## config.mk

```make
export PLATFORM = sky130hd
export DESIGN_NAME = settings_bus_arbiter
export DESIGN_NICKNAME = d
export VERILOG_FILES = /design/src/rtl/settings_bus_arbiter.sv
export SDC_FILE = /design/constraint.sdc
export NUM_CORES = 1
export LEC_CHECK = 0
export ABC_AREA = 0
export CORE_MARGIN = 2
export CORE_UTILIZATION = 38
export CTS_CLUSTER_SIZE = 14
export DETAILED_ROUTE_END_ITERATION = 16
export PLACE_DENSITY_LB_ADDON = 0.15
export SYNTH_ARGS = -nofsm -noshare
export SYNTH_HDL_FRONTEND = slang
export SYNTH_SLANG_ARGS = --single-unit
```

## constraint.sdc

```tcl
create_clock -name i_clock -period 4.1 [get_ports i_clock]
set_input_delay 1.025 -clock i_clock [delete_from_list [all_inputs] [get_ports i_clock]]
set_output_delay 1.025 -clock i_clock [all_outputs]
set_load 0.01 [all_outputs]
```

## src/rtl/settings_bus_arbiter.sv

```systemverilog
// Settings-bus arbiter: SPI writes take absolute priority; in-band writes are queued
// in a small FIFO and issued in slots left free by SPI.
module settings_bus_arbiter #(
  parameter int unsigned DEPTH_LOG2 = 2,
  parameter int unsigned AW         = 7,
  parameter int unsigned DW         = 32
) (
  input  logic          i_clock,
  input  logic          i_reset,
  input  logic          i_spi_strobe,
  input  logic [AW-1:0] i_spi_addr,
  input  logic [DW-1:0] i_spi_data,
  input  logic          i_ib_strobe,
  input  logic [AW-1:0] i_ib_addr,
  input  logic [DW-1:0] i_ib_data,
  input  logic          i_ib_hold,
  input  logic          i_clear_status,
  output logic          o_serial_strobe,
  output logic [AW-1:0] o_serial_addr,
  output logic [DW-1:0] o_serial_data,
  output logic          o_ib_full,
  output logic          o_ib_pending,
  output logic [7:0]    o_drop_count
);

  localparam int unsigned          Depth    = 1 << DEPTH_LOG2;
  localparam logic [DEPTH_LOG2:0]  DepthCnt = {1'b1, {DEPTH_LOG2{1'b0}}};

  logic [AW-1:0]         r_mem_addr [Depth];
  logic [DW-1:0]         r_mem_data [Depth];
  logic [DEPTH_LOG2-1:0] r_rd_ptr;
  logic [DEPTH_LOG2-1:0] r_wr_ptr;
  logic [DEPTH_LOG2:0]   r_count;
  logic [7:0]            r_drop_count;
  logic                  r_serial_strobe;
  logic [AW-1:0]         r_serial_addr;
  logic [DW-1:0]         r_serial_data;
  logic                  r_ib_full;
  logic                  r_ib_pending;

  logic                  w_pop;
  logic                  w_push;
  logic                  w_drop;
  logic [DEPTH_LOG2:0]   w_count_next;

  // Issue decision uses the queue state before this cycle's push: no bypass.
  assign w_pop  = !i_spi_strobe && (r_count != '0) && !i_ib_hold;
  assign w_push = i_ib_strobe && ((r_count != DepthCnt) || w_pop);
  assign w_drop = i_ib_strobe && !w_push;

  always_comb begin
    w_count_next = r_count;
    unique case ({w_push, w_pop})
      2'b10:   w_count_next = r_count + 1'b1;
      2'b01:   w_count_next = r_count - 1'b1;
      default: w_count_next = r_count;
    endcase
  end

  // Queue storage needs no reset; only pointers and count define validity.
  always_ff @(posedge i_clock) begin
    if (w_push) begin
      r_mem_addr[r_wr_ptr] <= i_ib_addr;
      r_mem_data[r_wr_ptr] <= i_ib_data;
    end
  end

  always_ff @(posedge i_clock or posedge i_reset) begin
    if (i_reset) begin
      r_rd_ptr        <= '0;
      r_wr_ptr        <= '0;
      r_count         <= '0;
      r_drop_count    <= '0;
      r_serial_strobe <= 1'b0;
      r_serial_addr   <= '0;
      r_serial_data   <= '0;
      r_ib_full       <= 1'b0;
      r_ib_pending    <= 1'b0;
    end else begin
      if (w_push) r_wr_ptr <= r_wr_ptr + 1'b1;
      if (w_pop)  r_rd_ptr <= r_rd_ptr + 1'b1;
      r_count      <= w_count_next;
      r_ib_full    <= (w_count_next == DepthCnt);
      r_ib_pending <= (w_count_next != '0);

      if (i_clear_status) begin
        r_drop_count <= '0;
      end else if (w_drop && (r_drop_count != 8'hFF)) begin
        r_drop_count <= r_drop_count + 8'd1;
      end

      if (i_spi_strobe) begin
        r_serial_strobe <= 1'b1;
        r_serial_addr   <= i_spi_addr;
        r_serial_data   <= i_spi_data;
      end else if (w_pop) begin
        r_serial_strobe <= 1'b1;
        r_serial_addr   <= r_mem_addr[r_rd_ptr];
        r_serial_data   <= r_mem_data[r_rd_ptr];
      end else begin
        r_serial_strobe <= 1'b0;
      end
    end
  end

  assign o_serial_strobe = r_serial_strobe;
  assign o_serial_addr   = r_serial_addr;
  assign o_serial_data   = r_serial_data;
  assign o_ib_full       = r_ib_full;
  assign o_ib_pending    = r_ib_pending;
  assign o_drop_count    = r_drop_count;

endmodule

```

Word level (Yosys, flattened, before mapping)

Memory sizes are Yosys's and may differ from the RTL's.
Cells that the tools add are included.

Register bits: 57
Bits in writable memories: 156
Input bits: 84
Output and inout bits: 50
Logic and storage cells: 45
Memories: 2

Memories:

| name       | depth | width | read ports | clocked after Yosys merged registers in | write ports | line | source |
|---|---|---|---|---|---|---|---|
| r_mem_data | 4     | 32    | 1          | 0                                       | 1           | 30   | `logic [DW-1:0] r_mem_data [Depth];` |
| r_mem_addr | 4     | 7     | 1          | 0                                       | 1           | 29   | `logic [AW-1:0] r_mem_addr [Depth];` |

Add/sub/neg operators: 5
Equal/unequal tests: 5
Multiplexer cells: 11
Reductions and logical operators: 13

Operators by type and width:

| kind                                             | count |
|---|---|
| two-way mux 32 bit                               | 2 |
| two-way mux 8 bit                                | 2 |
| two-way mux 7 bit                                | 2 |
| adder 8 x 1 -> 8 bit, second input constant      | 1 |
| inequality test 8 bit, second input constant     | 1 |
| case mux 3 bit (2 select lines)                  | 1 |
| nonzero test 3 bit                               | 2 |
| logical AND 1 bit                                | 5 |
| adder 2 x 1 -> 2 bit, second input constant      | 2 |
| two-way mux 1 bit                                | 4 |
| nonzero test 2 bit                               | 2 |
| adder 3 x 1 -> 3 bit, second input constant      | 1 |
| == test 3 bit, second input constant             | 1 |
| logical NOT 1 bit                                | 3 |
| inequality test 3 bit, second input constant     | 1 |
| subtractor 3 x 1 -> 3 bit, second input constant | 1 |
| == test 2 x 1 -> 1 bit, second input constant    | 1 |
| == test 2 bit, second input constant             | 1 |
| logical OR 1 bit                                 | 1 |

Depth between registers and ports, before layout

Depth after elaboration: 10
Gate-level depth with buffers: 10

Worst setup path before layout

No wires, ideal clock.

Path type: input port to flip-flop
Start point: input i_spi_strobe
End point: memory r_mem_addr[0][0] (enable)
Data arrival time: 2.618 ns
Slack: 1.082 ns
Stages: 4
Cells stage by stage: buf_2 -> nor2_2 -> o21a_1 -> and2_1

Cells in the longest elaborated chain, start to end: 7

Ends and longest elaborated chain:

| what                                    | line | source |
|---|---|---|
| start: declaration                      | 10   | `input logic i_spi_strobe,` |
| logical NOT 1 bit                       | 47   | `assign w_pop = !i_spi_strobe && (r_count != '0) && !i_ib_hold;` |
| logical AND 1 bit (2 in a row)          | 47   |  |
| logical OR 1 bit                        | 48   | `assign w_push = i_ib_strobe && ((r_count != DepthCnt) \|\| w_pop);` |
| logical AND 1 bit                       | 48   |  |
| two-way mux 1 bit                       | 62   | `if (w_push) begin` |
| two-way mux 1 bit (not written as such) | 63   | `r_mem_addr[r_wr_ptr] <= i_ib_addr;` |
| end: declaration                        | 29   |  |

No other way between the ends.

Final worst setup path

Start point: input i_ib_strobe
End point: register r_ib_full, in the netlist o_ib_full

Cells in the longest elaborated chain, start to end: 4
Elaborated cells on any way between the ends: 5
Those cells by class: eq/ne: 3; mux: 1; reduce/logical: 1

Ends and longest elaborated chain:

| what                                                    | line | source |
|---|---|---|
| start: declaration                                      | 13   | `input logic i_ib_strobe,` |
| logical AND 1 bit (*)                                   | 48   |  |
| == test 2 x 1 -> 1 bit or == test 2 bit (tied branches) | 53   | `unique case ({w_push, w_pop})` |
| case mux 3 bit (2 select lines) (*)                     | 53   |  |
| == test 3 bit (*)                                       | 83   | `r_ib_full <= (w_count_next == DepthCnt);` |
| end signal: assignment                                  | 83   |  |
| end: declaration                                        | 38   | `logic r_ib_full;` |

Every way passes the cells marked *; elsewhere a longest branch is shown, timed or not.
A chain may end at the register's enable or synchronous reset.

==> reports/qor.yml <==
place:
  gp_congestion: 0.9051
  placedCellCount: 930
  io_buffers: 133
  dp.final_hpwl_mm: 11.13
final_layout:
  multiInputGateArea_um2: 2300
  fin_cells: 972
  antenna_cells: 0
  layout-drive-gt1-share_pct: 14.16
  regArea_um2: 6116
  fillers: 1825
  fin_util_pct: 49.93
  synthToLayoutAreaGrowth_pct: 27.85
  final_nets: 765
drt:
  totalWireLength_mm: 17.54
  antenna_left: 0
  vias_per_cell: 5.048
  routedWlPerCell_um: 18.05
  dr.pass1.iters: 5
  drtIter0Drc: 224
  drc: 0
  via_count: 4907
timing:
  fin_crit_sh_pct: 67.68
  finClkSkew_ns: 0.01429
  finalMaxSlewViolations: 0
  holdWs_ns: 0.5665
  min_period_ns: 2.775
  fin_setup_tns_ns: 0
  rsz0062_at_grt: "no"
  timing.slew.headroom_pct: 31.51
  setup_viol: 0
  worst_pin_slew_ns: 1.027
  fmax_ghz: 0.3604
  finalHoldViolCount: 0
worst_setup_path:
  rr_worst_depth: 7
  critPathMaxFanout: 15
  arrival_ns: 3.18
  end_kind: "register"
  worstSetupStartpointType: "primary input"
  crit_type: "primary input to register"
  worstPathRequired_ns: 4.50
synthesis:
  syn_inst: 538
  yosys_warnings: 0
  ys_ff_latch: 213
  synth_top_flop_cell: "edfxtp_1"
  synth_area_per_cell_um2: 15.94
  yosysUniqueCellTypes: 46
  syn_nets: 628
  synth-async-reset-ratio_pct: 26.76
  synth_enable_flop_cells: 156
  syn_area_um2: 8576
  seq_area_frac_synth_pct: 71.26
power_and_ir_drop:
  vdd_drop_max_mv: 0.3043
  p_sw_uw: 1803
  p_int_uw: 4841
  cellPowerDensity_nw_per_um2: 606.0
  leakagePower_uw: 0.003771
  pwr-share-comb_pct: 22.5
  p_clk_share_pct: 30.6
  swShare_pct: 27.14
  power_frac_seq_pct: 47.0
  power_uw: 6645
clock_network:
  cts_hold_buf: 0
  postCtsSetupBuffers: 0
  clock-sinks: 213
  clock_path_buffers: 3
  cts_max_level: 1
  ctsRootBufferMaster: "clkbuf_16"
  clk_latency_ns: 0.51
  cts_resized: 0
  clkTransAtPathRegs_ns: 0.06
  cts_buffers: 23
  cts_tree: "built"
global_route:
  track_usage_pct: 15.10
  grt_pass1_vias: 5214
  grt_max_degree: 47
  antenna_found_initial: 0
  grt_remaining_overflow: 0
  grt_pass1_wl_mm: 28.19
floorplan:
  die_y_um: 154.2
  start_util_pct: 39.05
  fp.dieW_um: 154.2
  die-area_um2: 23790
  io_pins: 134
  rows: 54
  core_um2: 21960
outcome:
  status: "finished, final reports clean"
hold_path:
  min-delay-path-class: "register to register"
  worstHoldPathCells: 2
flow_run:
  cap_violations: 0
## through the flow
step	instance area, um^2	setup slack (ns)
2_1_floorplan	8576	1.082
3_3_place_gp	10210	0.8807
3_5_place_dp	10210	0.8198
4_1_cts	10960	1.348
5_1_grt	10960	1.183
6_report	10960	1.325
## per-layer routing
metal | up-vias | GRT usage, % | share of wire [%]
met1 | 2408 | 20.72 | 44
met2 | 157 | 25.15 | 48
met3 | 27 | 2.886 | 5.8
li1 | 2315 | - | -
met4 | 0 | 3.605 | 1.6
met5 | - | 0 | 0
## final cells by class
type	count	share of cell area, %
Multi-Input combinational cell	287	20.97
Sequential cell	213	55.78
Clock inverter	15	1.404
Timing Repair Buffer	144	12.96
Clock buffer	27	5.478
Tap cell	280	3.195
Inverter	6	0.2054
## critical path, cell delays in order
cell             delay [ns]
clkdlybuf4s50_1        0.65
nand2b_1               0.28
fa_1                   0.50
or2_2                  0.34
a21oi_1                0.15
nand4_1                0.10
o211ai_1               0.13
## synth_stat cells (2+ instances only)
library cell,n,area share [%]
inv_1,6,0.26
o2111ai_1,2,0.20
edfxtp_1,156,55
nand3_1,3,0.18
clkbuf_1,13,0.57
buf_2,7,0.41
nand2_1,49,2.1
a21oi_1,83,4.8
buf_1,5,0.22
buf_4,5,0.44
xnor2_1,3,0.31
nor3_1,3,0.18
nand2b_1,5,0.36
ha_1,5,0.73
dfrtp_1,57,17
xor2_1,4,0.41
o21a_1,2,0.18
or3_1,4,0.29
mux4_2,39,10
nor2_1,10,0.44
o21ai_0,7,0.41
o221ai_1,2,0.20
o211ai_1,2,0.18
nand4_1,3,0.22
and2_1,4,0.29
nor2b_1,39,2.8
## cells by family (layout without fill, tap and decap cells)
kind of cell | Yosys count | after routing | share of synthesized area (%)
flops | 213 | 213 | 71.26
simple gates | 126 | 126 | 7.601
compound gates | 107 | 107 | 6.887
mux | 41 | 41 | 10.49
buf+inv | 38 | 192 | 2.086
xor+xnor | 7 | 7 | 0.7149
fa+ha+maj | 6 | 6 | 0.9630
## state kept, by name, summed over array words and instances, names as in the netlist
| signal | cells |
|---|---|
| o_ib_pending | 1 |
| o_serial_data | 32 |
| o_ib_full | 1 |
| r_wr_ptr | 2 |
| o_serial_strobe | 1 |
| r_mem_data | 128 |
| r_rd_ptr | 2 |
| o_serial_addr | 7 |
| o_drop_count | 8 |
| r_count | 3 |
| r_mem_addr | 28 |
## cells in the final DEF, fill, tap and decap left out, types with 2 or more instances in the layout
| master | instances |
|---|---|
| clkinv_2 | 2 |
| and2_2 | 4 |
| o221ai_1 | 2 |
| xor2_1 | 4 |
| nand4_1 | 3 |
| buf_4 | 10 |
| clkdlybuf4s50_1 | 132 |
| nor2_1 | 10 |
| clkinvlp_4 | 3 |
| clkbuf_16 | 23 |
| nand2_1 | 48 |
| bufinv_16 | 3 |
| nor2b_1 | 39 |
| clkinv_1 | 6 |
| nand2b_1 | 5 |
| clkbuf_1 | 3 |
| edfxtp_1 | 156 |
| mux4_2 | 39 |
| xnor2_1 | 3 |
| or3_1 | 4 |
| nand3_1 | 3 |
| o21a_1 | 2 |
| ha_1 | 5 |
| inv_1 | 5 |
| nor3_1 | 3 |
| o21ai_0 | 7 |
| o211ai_1 | 2 |
| o2111ai_1 | 2 |
| a21oi_1 | 83 |
| dfrtp_1 | 55 |
## power by group through the flow
stage                     Clock, uW  Sequential [uW]  Combinational (uW)
after floorplan                   0             2960                1150
after global placement            0             3160                1490
after detailed placement          0             3180                1510
after CTS                      2090             3140                1520
after global routing           2170             3200                1640
final                          2030             3120                1490
## path summary, 6_finish.rpt
check / startpoint / endpoint / slack (ns)
worst min register to register: o_serial_addr[6]$_DFFE_PP0P_ / o_serial_addr[6]$_DFFE_PP0P_ / 0.57
max in group asynchronous: i_reset / o_serial_data[9]$_DFFE_PP0P_ / 2.61
min in group asynchronous: i_reset / o_ib_full$_DFF_PP0_ / 0.82
worst max register to register: r_count[0]$_DFF_PP0_ / r_count[1]$_DFF_PP0_ / 1.84
worst min-delay path: o_serial_addr[6]$_DFFE_PP0P_ / o_serial_addr[6]$_DFFE_PP0P_ / 0.57
worst max-delay path: i_ib_strobe / o_ib_full$_DFF_PP0_ / 1.33
(Power assumes the default switching activity.)
